===== src/rtl/voice_pkg.sv =====
// Shared types and default widths for the voice driver slice.
package voice_pkg;

  typedef enum logic [1:0] {
    IDLE,
    ATTACK,
    SUSTAIN,
    RELEASE
  } env_state_t;

  localparam int RAMP_W           = 6;
  localparam int PHASE_W_DEF      = 24;
  localparam int SAMPLE_W_DEF     = 16;
  localparam int ENV_W_DEF        = 8;
  localparam int ATTACK_STEP_DEF  = 8;
  localparam int RELEASE_STEP_DEF = 2;

endpackage


===== src/rtl/voice_driver_if.sv =====
// Note control, wavetable lookup and DAC handshake signals of one voice.
interface voice_driver_if
  import voice_pkg::*;
#(
  parameter int PHASE_W  = PHASE_W_DEF,
  parameter int SAMPLE_W = SAMPLE_W_DEF
);

  logic                       i_note_on;
  logic                       i_note_off;
  logic [PHASE_W-1:0]         i_phase_inc;
  logic                       i_sample_tick;
  logic [RAMP_W-1:0]          o_ramp;
  logic signed [SAMPLE_W-1:0] i_music;
  logic signed [SAMPLE_W-1:0] o_sample;
  logic                       o_valid;
  logic                       i_ready;
  logic                       o_busy;
  logic                       o_overrun;

  // master is the voice itself; slave is the surrounding note logic, lookup and DAC path
  modport master (
    input  i_note_on, i_note_off, i_phase_inc, i_sample_tick, i_music, i_ready,
    output o_ramp, o_sample, o_valid, o_busy, o_overrun
  );

  modport slave (
    output i_note_on, i_note_off, i_phase_inc, i_sample_tick, i_music, i_ready,
    input  o_ramp, o_sample, o_valid, o_busy, o_overrun
  );

endinterface


===== src/rtl/envelope_gen.sv =====
// Linear attack/release envelope FSM with a saturating magnitude counter.
module envelope_gen
  import voice_pkg::*;
#(
  parameter int ENV_W        = ENV_W_DEF,
  parameter int ATTACK_STEP  = ATTACK_STEP_DEF,
  parameter int RELEASE_STEP = RELEASE_STEP_DEF
) (
  input  logic             i_clk,
  input  logic             i_rst_n,
  input  logic             note_on,
  input  logic             note_off,
  input  logic             tick,
  output logic [ENV_W-1:0] env,
  output logic             busy,
  output logic             phase_clr
);

  localparam logic [ENV_W-1:0] ENV_FULL = '1;

  env_state_t       state, state_next;
  logic [ENV_W-1:0] env_next;
  logic [ENV_W:0]   attack_sum;

  assign attack_sum = {1'b0, env} + (ENV_W + 1)'(ATTACK_STEP);

  always_ff @(posedge i_clk) begin
    if (!i_rst_n) begin
      state <= IDLE;
      env   <= '0;
    end else begin
      state <= state_next;
      env   <= env_next;
    end
  end

  // note_on takes priority over everything and keeps env, so a retrigger never clicks
  always_comb begin
    state_next = state;
    env_next   = env;
    if (note_on) begin
      state_next = ATTACK;
    end else begin
      case (state)
        ATTACK: begin
          if (note_off) begin
            state_next = RELEASE;
          end else if (tick) begin
            if (attack_sum > (ENV_W + 1)'(ENV_FULL)) env_next = ENV_FULL;
            else                                     env_next = attack_sum[ENV_W-1:0];
            if (env_next == ENV_FULL) state_next = SUSTAIN;
          end
        end
        SUSTAIN: begin
          if (note_off) state_next = RELEASE;
        end
        RELEASE: begin
          if (tick) begin
            if (env <= ENV_W'(RELEASE_STEP)) env_next = '0;
            else                             env_next = env - ENV_W'(RELEASE_STEP);
            if (env_next == '0) state_next = IDLE;
          end
        end
        default: begin
          state_next = state;
        end
      endcase
    end
  end

  always_comb begin
    busy      = (state != IDLE);
    phase_clr = ((state == IDLE) && (state_next == ATTACK)) ||
                ((state == RELEASE) && (state_next == IDLE));
  end

endmodule


===== src/rtl/voice_driver.sv =====
// One wavetable voice: phase ramp, enveloped sample capture and DAC-side handshake.
module voice_driver
  import voice_pkg::*;
#(
  parameter int PHASE_W      = PHASE_W_DEF,
  parameter int SAMPLE_W     = SAMPLE_W_DEF,
  parameter int ENV_W        = ENV_W_DEF,
  parameter int ATTACK_STEP  = ATTACK_STEP_DEF,
  parameter int RELEASE_STEP = RELEASE_STEP_DEF
) (
  input  logic           i_clk,
  input  logic           i_rst_n,
  voice_driver_if.master bus
);

  localparam int PROD_W = SAMPLE_W + ENV_W + 1;

  logic [PHASE_W-1:0]         phase;
  logic [PHASE_W-1:0]         phase_sum;
  logic [RAMP_W-1:0]          ramp;
  logic [ENV_W-1:0]           env;
  logic                       busy;
  logic                       phase_clr;
  logic                       load_pending;
  logic signed [SAMPLE_W-1:0] sample;
  logic                       valid;
  logic                       overrun;
  logic signed [PROD_W-1:0]   music_ext;
  logic signed [PROD_W-1:0]   env_ext;

  envelope_gen #(
    .ENV_W        (ENV_W),
    .ATTACK_STEP  (ATTACK_STEP),
    .RELEASE_STEP (RELEASE_STEP)
  ) u_env (
    .i_clk     (i_clk),
    .i_rst_n   (i_rst_n),
    .note_on   (bus.i_note_on),
    .note_off  (bus.i_note_off),
    .tick      (bus.i_sample_tick),
    .env       (env),
    .busy      (busy),
    .phase_clr (phase_clr)
  );

  assign phase_sum = phase + bus.i_phase_inc;

  always_ff @(posedge i_clk) begin
    if (!i_rst_n) begin
      phase <= '0;
      ramp  <= '0;
    end else if (phase_clr) begin
      phase <= '0;
      ramp  <= '0;
    end else if (bus.i_sample_tick && busy) begin
      phase <= phase_sum;
      ramp  <= phase_sum[PHASE_W-1 -: RAMP_W];
    end
  end

  // Full-width signed operands keep the product exact; env is zero-extended so it stays positive
  assign music_ext = PROD_W'(bus.i_music);
  assign env_ext   = PROD_W'(env);

  // A load one cycle after the tick sees the new ramp and env; an unconsumed sample blocks it
  always_ff @(posedge i_clk) begin
    if (!i_rst_n) begin
      load_pending <= 1'b0;
      sample       <= '0;
      valid        <= 1'b0;
      overrun      <= 1'b0;
    end else begin
      load_pending <= bus.i_sample_tick;
      if (load_pending) begin
        if (valid && !bus.i_ready) begin
          overrun <= 1'b1;
        end else begin
          sample <= SAMPLE_W'((music_ext * env_ext) >>> ENV_W);
          valid  <= 1'b1;
        end
      end else if (valid && bus.i_ready) begin
        valid <= 1'b0;
      end
    end
  end

  assign bus.o_ramp    = ramp;
  assign bus.o_sample  = sample;
  assign bus.o_valid   = valid;
  assign bus.o_busy    = busy;
  assign bus.o_overrun = overrun;

endmodule


===== src/flat_wrapper.sv =====
// flat-port wrapper written by rule: the top's interface ports become plain ports
module voice_driver_flat import voice_pkg::*;
#(
  parameter int PHASE_W      = PHASE_W_DEF,
  parameter int SAMPLE_W     = SAMPLE_W_DEF,
  parameter int ENV_W        = ENV_W_DEF,
  parameter int ATTACK_STEP  = ATTACK_STEP_DEF,
  parameter int RELEASE_STEP = RELEASE_STEP_DEF
)
  (i_clk, i_rst_n, bus_i_note_on, bus_i_note_off, bus_i_phase_inc, bus_i_sample_tick, bus_i_music, bus_i_ready, bus_o_ramp, bus_o_sample, bus_o_valid, bus_o_busy, bus_o_overrun);
  voice_driver_if #(.PHASE_W(PHASE_W), .SAMPLE_W(SAMPLE_W)) bus_i ();
  input  logic i_clk;
  input  logic i_rst_n;
  input wire logic [$bits(bus_i.i_note_on)-1:0] bus_i_note_on;
  input wire logic [$bits(bus_i.i_note_off)-1:0] bus_i_note_off;
  input wire logic [$bits(bus_i.i_phase_inc)-1:0] bus_i_phase_inc;
  input wire logic [$bits(bus_i.i_sample_tick)-1:0] bus_i_sample_tick;
  input wire logic [$bits(bus_i.i_music)-1:0] bus_i_music;
  input wire logic [$bits(bus_i.i_ready)-1:0] bus_i_ready;
  output wire logic [$bits(bus_i.o_ramp)-1:0] bus_o_ramp;
  output wire logic [$bits(bus_i.o_sample)-1:0] bus_o_sample;
  output wire logic [$bits(bus_i.o_valid)-1:0] bus_o_valid;
  output wire logic [$bits(bus_i.o_busy)-1:0] bus_o_busy;
  output wire logic [$bits(bus_i.o_overrun)-1:0] bus_o_overrun;
  assign bus_i.i_note_on = bus_i_note_on;
  assign bus_i.i_note_off = bus_i_note_off;
  assign bus_i.i_phase_inc = bus_i_phase_inc;
  assign bus_i.i_sample_tick = bus_i_sample_tick;
  assign bus_i.i_music = bus_i_music;
  assign bus_i.i_ready = bus_i_ready;
  assign bus_o_ramp = bus_i.o_ramp;
  assign bus_o_sample = bus_i.o_sample;
  assign bus_o_valid = bus_i.o_valid;
  assign bus_o_busy = bus_i.o_busy;
  assign bus_o_overrun = bus_i.o_overrun;
  voice_driver #(.PHASE_W(PHASE_W), .SAMPLE_W(SAMPLE_W), .ENV_W(ENV_W), .ATTACK_STEP(ATTACK_STEP), .RELEASE_STEP(RELEASE_STEP)) u_core (.i_clk(i_clk), .i_rst_n(i_rst_n), .bus(bus_i));
endmodule

===== config.mk =====
export PLATFORM = sky130hd
export DESIGN_NAME = voice_driver_flat
export DESIGN_NICKNAME = d
export VERILOG_FILES = /design/src/rtl/voice_pkg.sv /design/src/rtl/voice_driver_if.sv /design/src/rtl/envelope_gen.sv /design/src/rtl/voice_driver.sv /design/src/flat_wrapper.sv
export SDC_FILE = /design/constraint.sdc
export NUM_CORES = 1
export LEC_CHECK = 0
export CAP_MARGIN = 25
export CELL_PAD_IN_SITES_DETAIL_PLACEMENT = 1
export CELL_PAD_IN_SITES_GLOBAL_PLACEMENT = 1
export CORE_MARGIN = 4
export CORE_UTILIZATION = 45
export DETAILED_ROUTE_END_ITERATION = 8
export PLACE_DENSITY_LB_ADDON = 0.1
export SYNTH_ARGS = -nofsm -noshare
export SYNTH_HDL_FRONTEND = slang
export SYNTH_SLANG_ARGS = --single-unit

===== constraint.sdc =====
create_clock -name i_clk -period 6.5 [get_ports i_clk]
set_clock_uncertainty 0.15 [all_clocks]
set_input_delay 0.975 -clock i_clk [delete_from_list [all_inputs] [get_ports i_clk]]
set_output_delay 0.975 -clock i_clk [all_outputs]
set_load 0.02 [all_outputs]

### Yosys cells after proc, flatten, opt, wreduce, memory -nomap -nowiden

Index checks and enable logic that the tools add are counted.

* register bits: 59
* bits of input ports: 46
* word-level logic and storage cells: 68
* output and inout port bits: 25

* mux-type cells: 24
* bitwise operators: 3
* $add $sub $neg: 3
* reduce and logical (&&, ||, !) cells: 18
* eq/ne operators: 9
* $lt $le $gt $ge: 2
* multipliers: 1

Operator list (number)
* 8-bit 2-to-1 mux: 12
* 24-bit adder: 1
* 16-bit by 9-bit multiplier with 24-bit output: 1
* 8-bit case mux with 2 select lines: 1
* 2-bit 2-to-1 mux: 7
* 8-bit by 4-bit adder with 9-bit output (second input constant): 1
* 9-bit by 8-bit greater-than comparator with 1-bit output (second input constant): 1
* 8-bit == test (second input constant): 1
* 8-bit by 2-bit less-or-equal comparator with 1-bit output (second input constant): 1
* 8-bit logical NOT: 1
* 2-bit inequality test (second input constant): 4
* 8-bit by 2-bit subtractor with 8-bit output (second input constant): 1
* 2-bit case mux with 3 select lines: 1
* 2-bit AND reduction: 3
* 2-bit nonzero test: 3
* 1-bit logical AND: 5
* 5-bit AND reduction: 1
* 2-bit by 1-bit == test with 1-bit output (second input constant): 2
* 2-bit == test (second input constant): 2
* 2-bit logical NOT: 2
* 1-bit 2-to-1 mux: 3
* 1-bit inverter: 3
* 2-bit OR reduction: 1
* 1-bit logical NOT: 1
* 1-bit logical OR: 1

### Longest topological paths before layout

Gate-level depths: netlist (run 1).

* word-level depth: 17
* gate-level depth with buffers: 21
* mapped depth without buffers: 18

### Hierarchy

Synthesis (run 1) repeated with hierarchy kept, for this count alone.

* cell total of the unflattened synthesis: 956
* area, all modules: 7818.7 sq um

By module, submodules not included
* voice_driver: area an instance 6800.3 sq um, times used 1, cells each 822, seq. area each 860.8 sq um
* envelope_gen: area an instance 1018.5 sq um, times used 1, cells each 134, seq. area each 200.2 sq um

### Worst setup path before layout (run 1)

OpenSTA, ideal clock, no wires.

* path type: in2reg
* start point: in bus_i_music[3]
* end point: reg u_core.sample[15], in the netlist u_core.bus.o_sample[15]
* path buffers: 0
* library setup time: 118 ps
* stages on the path: 18
* data required time: 6232 ps
* data arrival time: 5427 ps
* slack: 805 ps
* path through: and2_1 > fa_1 > inv_1 > fa_1 > inv_1 > fa_1 > inv_1 > fa_1 > inv_1 > ha_1 > or4_1 > a41o_1 > o2111ai_2 > o31ai_4 > a311oi_4 > a21oi_2 > a311o_1 > o2111a_1

* cells in the longest elaborated chain, start to end: 1

RTL lines
* start, declared: line flat_wrapper.sv:18 `input wire logic [$bits(bus_i.i_music)-1:0] bus_i_music;`
* 16-bit by 9-bit multiplier with 24-bit output: line voice_driver.sv:78 `sample <= SAMPLE_W'((music_ext * env_ext) >>> ENV_W);`
* end signal, assigned: line voice_driver.sv:78
* end, declared: line voice_driver.sv:25 `logic signed [SAMPLE_W-1:0] sample;`

Every way passes these cells.
A chain may end at the register's enable or synchronous reset.

### Worst setup path in the final report (run 1)

* start point: in bus_i_music[5]
* end point: reg u_core.sample[15], in the netlist u_core.bus.o_sample[15]

Same word-level chain as after synthesis.

==> flow_results.org, run 1 <==
** Worst setup path
- For this run, the slowest stage of the critical path takes 540 ps.
- Counting both buffers and inverters, the worst setup path holds a total of 5.
- At the worst endpoint, the required time is 6540 ps.
- Endpoint kind of the worst setup timing path :: register
- Of all nets on the critical path, the largest fanout is 6.
- By startpoint and endpoint, the worst setup path is classified as input pin to register.
- STA classifies the critical path startpoint as an input pin.
- Walking the worst path, the cells encountered are clkdlybuf4s50_1 > and2_1 > fa_1 > inv_1 > fa_1 > inv_1 > fa_1 > inv_1 > fa_1 > inv_1 > ha_1 > or4_1 > a41o_1 > o2111ai_2 > o31ai_4 > a311oi_4 > a21oi_2 > a311o_1 > o2111a_1.
- The largest individual stage delay along the critical path comes from the cell sky130_fd_sc_hd__fa_1.
- For the worst setup path, the data arrival time is 6150 ps.
- Broken down by cell family, the worst path's largest delay share belongs to adder cells.

** Yosys
- Yosys printed 0 warnings.
- Multiplexer share of the synthesized area :: 0.384%
- Dominant combinational cell family by area after synthesis :: adder cells
- Synthesis handed over a netlist of 966 instances.
- The most used flip-flop cell after synthesis is sky130_fd_sc_hd__dfxtp_1.
- Synthesized-area fraction occupied by xor and xnor cells :: 3.80%
- When the netlist entered floorplanning its net count stood at 1183.
- Summing the sequential cell areas from Yosys gives 13.6% of the chip area.
- Cell area after synthesis :: 7830 µm²
- In this run, synthesis produced a sequential element count of 53.
- In this run the mean area of a mapped cell was 8.11 µm².
- Netlist cell types :: 62
- Fraction of registers with async set or reset after synthesis :: 0%
- Share of synthesized cell area in and, or, nand and nor gates :: 20.8%
- Synth Area in Compound Gates :: 14.3%
- Yosys mapped a number of flops with a built-in enable equal to 0.
- Adder-cell area share of the yosys netlist :: 36.9%

** Global routing
- The via count of the first global-routing pass was 7104.
- After global routing the overflow that remains totals 0.
- The initial antenna violation count is 0.
- Global routing consumed, over all layers together, 21.3% of the routing resources.
- The first global-routing pass estimated 34.5 mm of wire.
- Largest net degree at the start of global routing :: 37

** Floorplanning
- Once the floorplan was initialized, standard cells occupied 46.6% of the core.
- 71 I/O pins were placed.
- Width of the die :: 140 µm
- Die ar. :: 19600 µm²
- Std-Cell Rows :: 47
- The region available for standard cell placement spans 16800 µm².
- The die is 140 µm tall.

** Timing
- The count of pins over their slew limit came to 0.
- Worst rel slew slack :: 43.5%
- Setup TNS :: 0 ps
- Setup violations remaining at the end of the flow were counted as 0.
- Setup repair after global routing left no endpoint under its margin.
- Actual slew at the worst max-slew pin :: 843 ps
- Derived from the worst setup path, the maximum achievable clock frequency is 164 MHz.
- Post-route minimum period :: 6120 ps
- Hold WS :: 307 ps
- Final period util :: 94.1%
- Final hold violation count :: 0

** Routing
- The routed layout has 6560 vias.
- For this run, design rule violations remaining after detail routing come to 0.
- The detailed router put a total of 9.42 mm of wire on met1.
- In the detailed route, the total length drawn on met2 is 9.90 mm.
- After detailed routing, the total wire length is 20.2 mm.
- Dividing the detail-routed wire length by the instance count gives 16.3 µm.
- 1st-pass router iterations :: 4
- Detailed route wirelength on metal3 :: 662 µm
- Antenna violation net count after detailed routing :: 0
- 1st-iter DRT viols :: 276
- Highest routing layer actually used :: met4
- Number of vias per cell after detailed routing :: 5.29

** Clock tree
- Maximum number of buffers from clock root to sink :: 2
- Root Buffer Master :: sky130_fd_sc_hd__clkbuf_16
- TritonCTS Sinks :: 53
- H-tree lvl count :: 2
- Number of gates resized after CTS :: 0
- TritonCTS built the clock tree.
- In this run the post-CTS setup repair buffer count came out at 0.
- Hold repair after CTS inserted 0 buffers.
- Clock edge transition at the registers on the reported setup and hold paths :: 70 ps
- The number of clock buffers added by TritonCTS is 5.
- Clock insertion delay at the later pin of the skew report :: 290 ps

** Power
- Pwr/cell area :: 95.2 nW/µm²
- In this run the static leakage power is 4.16 nW.
- VDD sags by at most 0.0987 mV.

** Job
- Number of max-cap violations :: 0

** Final layout
- Fraction of final layout cells with drive strength greater than 1 :: 3.73%
- The library cell used most frequently in the layout, excluding fill and tap cells, is sky130_fd_sc_hd__inv_1.
- Area occupied by registers :: 1060 µm²
- Counting the fill cells in the layout gives 2064.
- Leaving out fill and tap cells, the most frequent cells in the layout are 161 x sky130_fd_sc_hd__inv_1, 129 x sky130_fd_sc_hd__nand2_1, 100 x sky130_fd_sc_hd__fa_1, 73 x sky130_fd_sc_hd__and2_1, 71 x sky130_fd_sc_hd__ha_1.
- Antenna Diode Count :: 0
- In the final layout, the multi-input gates occupy 5970 µm².
- After the last flow step, the layout net total stands at 1235.
- For this run, the share of the core covered by cells in the final layout is 52.9%.
- Compared with the post-synthesis result, the final layout area differs by 13.6%.

** Min path
- The worst hold path belongs to the class register to register.

** Place
- I/O Buffers :: 70
- Once detailed placement completed, the half-perimeter wirelength came to 16.8 mm.
- At the end of routability-driven placement, the weighted congestion stood at 0.815.

** Outcome
- Status :: finished clean
logic make-up after synthesis:
group | count (synthesis)
DFF | 53
muxes | 3
buffers and inverters | 206
and+or+nand+nor | 333
adders and majority gates | 171
AOI/OAI and AO/OA | 166
xor gates and xnor gates | 34
layer usage:
metal | up-vias | global-route usage, %
met2 | 91 | 37.6
li1 | 3210 | -
met1 | 3241 | 28.6
met4 | 0 | 3.57
met3 | 18 | 2.49
met5 | - | 0
power by group:
| part | internal, mW | switching, mW | total, mW |
|---|---|---|---|
| clock network | 0.142 | 0.125 | 0.267 |
| registers | 0.336 | 0.0102 | 0.346 |
| logic | 0.103 | 0.131 | 0.234 |
| total | 0.581 | 0.267 | 0.848 |
per-stage QoR:
step                setup WS, ps  instance area [µm²]  instances  power (mW)
finish                       384                 8900       1239       0.848
global route                 176                 8900       1239       0.899
CTS                          363                 8900       1239       0.859
detailed placement          47.1                 8760       1231       0.589
global placement             179                 8760       1231       0.583
floorplan                    805                 7830        966       0.498
path summary, 6_finish.rpt:
check,start,end,slack (ps),cells after the start
setup / recovery,bus_i_music[5],u_core.bus.o_sample[15],380,19
hold / removal,u_core.bus.o_sample[3],u_core.bus.o_sample[3],310,2
setup reg to reg,u_core.u_env.env[2],u_core.bus.o_sample[15],800,17
hold reg to reg,u_core.bus.o_sample[3],u_core.bus.o_sample[3],310,2
registers in the layout, summed over array words and instances, names as in the netlist:
signal	count
u_core.load_pending	1
u_core.bus.o_sample	16
u_core.bus.o_overrun	1
u_core.u_env.state	2
u_core.bus.o_ramp	6
u_core.bus.o_valid	1
u_core.u_env.env	8
u_core.phase	18
cell type report:
class	instances	share of cell area (%)
clock inverters	2	0.112
flip-flops and latches	53	11.9
well taps	220	3.09
clock buffers	6	1.45
repair buffers	90	9.56
multi-input cells	707	67.1
inverters	161	6.79
synthesized netlist by cell type (all sizes together) (3+ instances only):
master,n,area [µm²]
fa,100,2000
xor2,7,61.3
nand2,129,484
nand4,4,25.0
a21o,10,77.6
o21ai,27,135
nand3b,4,30.0
nor3b,6,45.0
nor2b,9,56.3
o21a,7,52.6
o211ai,9,67.6
a211oi,9,67.6
o31ai,7,80.1
nor3,17,85.1
nand2b,4,25.0
xnor2,27,236
ha,71,888
a21oi,63,319
a21boi,3,22.5
a31oi,3,18.8
or3,9,56.3
inv,161,604
clkbuf,30,113
dfxtp,53,1060
nand3,20,100
mux2i,3,30.0
nor2,47,176
and2,74,463
a311oi,5,61.3
buf,15,83.8
worst min-delay path, delay by kind of cell, from the launching register on:
| family | cells | cell delay, ps |
|---|---|---|
| flops | 1 | 310 |
| simple gates | 1 | 50 |
| compound gates | 1 | 50 |
Note: power is estimated with default switching activity, not from simulation.
==> run 2, diff against run 1 <==
--- a/config.mk
+++ b/config.mk
@@ -8,6 +8,7 @@
 export CAP_MARGIN = 25
 export CELL_PAD_IN_SITES_DETAIL_PLACEMENT = 1
 export CELL_PAD_IN_SITES_GLOBAL_PLACEMENT = 1
+export CORE_ASPECT_RATIO = 1.2
 export CORE_MARGIN = 4
 export CORE_UTILIZATION = 45
 export DETAILED_ROUTE_END_ITERATION = 8
==> run 2 against run 1 <==
Compared with the run above: sequential cell count stayed put; power is 1.6% higher; critical path depth stayed put; count of clock-buffer cells in the layout stayed put; critical path type unchanged; critical endpoint unchanged; highest routed layer unchanged.
==> flow_results.org, run 2 (synthesis results as in run 1) <==
** Outcome
- The run finished with clean final reports.

** Power
- Pwr/cell area :: 96.7 nW/µm²
- For this design the static power due to leakage is 4.17 nW.
- Max rail drop VDD :: 0.100 mV
- Overall power consumption :: 0.861 mW

** Timing
- For the pin with the worst max-slew slack, the measured transition is 840 ps.
- Final hold violation count :: 0
- The count of pins over their slew limit came to 0.
- Setup total negative slack on the finished layout was measured at 0 ps.
- Max Freq :: 162 MHz
- Post-route minimum period :: 6160 ps
- Setup violations remaining at the end of the flow were counted as 0.
- Worst rel slew slack :: 43.7%
- Unrepaired setup endpoints after global routing :: false
- Worst path setup slack after routing :: 342 ps
- Final period util :: 94.7%

** Clock tree
- Root Buffer Master :: sky130_fd_sc_hd__clkbuf_16
- The H-tree was split into 2 levels.
- TritonCTS Sinks :: 53
- Buffers added to address setup during post-CTS repair amount to 0.
- Post-CTS repair changed the size of 0 cells.
- The clock passes through at most 2 buffers.
- Hold-fix buffers at CTS :: 0
- Num CTS Buffers :: 5
- TritonCTS clock tree :: built
- Clock edge transition at the registers on the reported setup and hold paths :: 80 ps
- The later pin in the worst-skew pair is clocked with a latency of 300 ps.

** Final layout
- Fraction of final layout cells with drive strength greater than 1 :: 3.73%
- The register with the most flip-flops in the layout has 18 of them.
- Final cell area excluding filler cells :: 8900 µm²
- 0 antenna diodes ended up in the layout.
- The register with the most flip-flops in the final layout is u_core.phase.
- Area growth from synthesis to final layout :: 13.7%
- The library cell used most frequently in the layout, excluding fill and tap cells, is sky130_fd_sc_hd__inv_1.
- Leading cell types in the layout, fill and taps excluded :: 161 x sky130_fd_sc_hd__inv_1, 129 x sky130_fd_sc_hd__nand2_1, 100 x sky130_fd_sc_hd__fa_1, 73 x sky130_fd_sc_hd__and2_1, 71 x sky130_fd_sc_hd__ha_1
- For this run, the post-layout net count is 1234.

** Routing
- Final wirelength :: 19.9 mm
- The detailed router finished its first iteration with 182 violations.
- Average wire per standard cell :: 16.1 µm
- 1st-pass router iterations :: 4
- After detailed routing, the number of remaining DRC violations is 0.
- Antenna violation net count after detailed routing :: 0
- The routed layout has 6531 vias.
- Number of vias per cell after detailed routing :: 5.29

** Worst setup path
- At the worst endpoint, the arrival time is 6200 ps.
- Crit path from :: bus_i_music[5]
- The worst setup path is captured at a register.
- STA puts the critical path data required time at 6540 ps.
- STA classifies the critical path startpoint as an input pin.
- The worst setup path is of the input pin to register kind.
- The number of cells on the worst reg-to-reg path is 17.
- The worst register-to-register path begins at u_core.u_env.env[1].
- Along the worst path, the maximum fanout reaches 8.

** Min path
- The worst hold path belongs to the class register to register.
- Counting instances, the worst hold path has a depth of 2.
- Min-Delay Startpoint :: u_core.phase[15]

** Global routing
- Tot GR Track Use :: 21.0%
- Antenna violations before repair :: 0
- GRT Residual Overflow :: 0
- Entering global routing, the biggest net connects 37 pins.
- The first global-routing pass estimated 34.0 mm of wire.
- The via count of the first global-routing pass was 7074.

** Floorplanning
- The floorplan has 52 rows.
- Die ar. :: 19600 µm²
- Width of the die :: 128 µm
- Die Height :: 153 µm
- Initial Util :: 46.1%
- I/O Pins :: 71
- In this run the standard cell core region covers 17000 µm².

** Place
- Routability-driven placement finished with a final weighted congestion of 0.826.
- Half-perimeter wire length after detailed placement :: 16.3 mm
- In this run the cell area measured after placement is 8750 µm².
- Prior to clock tree synthesis, the placed netlist has a worst setup slack of 22.8 ps.
- Input and output buffers added on the ports amount to 70.

** Job
- The tool flagged a number of max-cap violations equal to 0.
## run 2: worst paths after layout
path         slack [ps]                       to
max                 340  u_core.bus.o_sample[15]
min                 310         u_core.phase[15]
max reg2reg         950  u_core.bus.o_sample[15]
min reg2reg         310         u_core.phase[15]
## run 2: layer usage
metal	global-route usage, %	up-vias	wire [µm]
li1	-	3198	-
met1	26.0	3251	8480
met2	39.8	68	10700
met3	1.33	14	373
met4	3.94	0	273
met5	0	-	0
## run 2: final cells by class
class / instances / area (µm²)
Clock inverter: 2 / 13.8
Tap cell: 216 / 270
Inverter: 161 / 604
Sequential cell: 53 / 1060
Clock buffer: 6 / 139
Fill cell: 2122 / 8080
Timing Repair Buffer: 89 / 843
Multi-Input combinational cell: 707 / 5970
## run 2: worst max-delay path: stages
cell                              delay, ps
sky130_fd_sc_hd__clkdlybuf4s50_1        550
sky130_fd_sc_hd__and2_1                 240
sky130_fd_sc_hd__fa_1                   480
sky130_fd_sc_hd__inv_1                   50
sky130_fd_sc_hd__fa_1                   470
sky130_fd_sc_hd__inv_1                   60
sky130_fd_sc_hd__fa_1                   540
sky130_fd_sc_hd__inv_1                   60
sky130_fd_sc_hd__fa_1                   520
sky130_fd_sc_hd__inv_1                   40
sky130_fd_sc_hd__ha_1                   210
sky130_fd_sc_hd__or4_1                  460
sky130_fd_sc_hd__a41o_1                 230
sky130_fd_sc_hd__o2111ai_2              140
sky130_fd_sc_hd__o31ai_4                150
sky130_fd_sc_hd__a311oi_4               330
sky130_fd_sc_hd__a21oi_2                170
sky130_fd_sc_hd__a311o_1                360
sky130_fd_sc_hd__o2111a_1               130
## run 2: stage by stage
stage / instances / util [%] / hold slack (ps)
6_report: 1234 / 52.4 / 311
3_5_place_dp: 1226 / 51.5 / 305
3_3_place_gp: 1226 / 51.5 / 295
5_1_grt: 1234 / 52.4 / 341
4_1_cts: 1234 / 52.4 / 316
2_1_floorplan: 966 / - / 286
## run 2: where the power goes
group / switching [mW] / internal [mW] / leakage [nW]
clock: 0.130 / 0.154 / 0.0768
sequential: 0.0102 / 0.336 / 0.430
combinational: 0.129 / 0.102 / 3.66
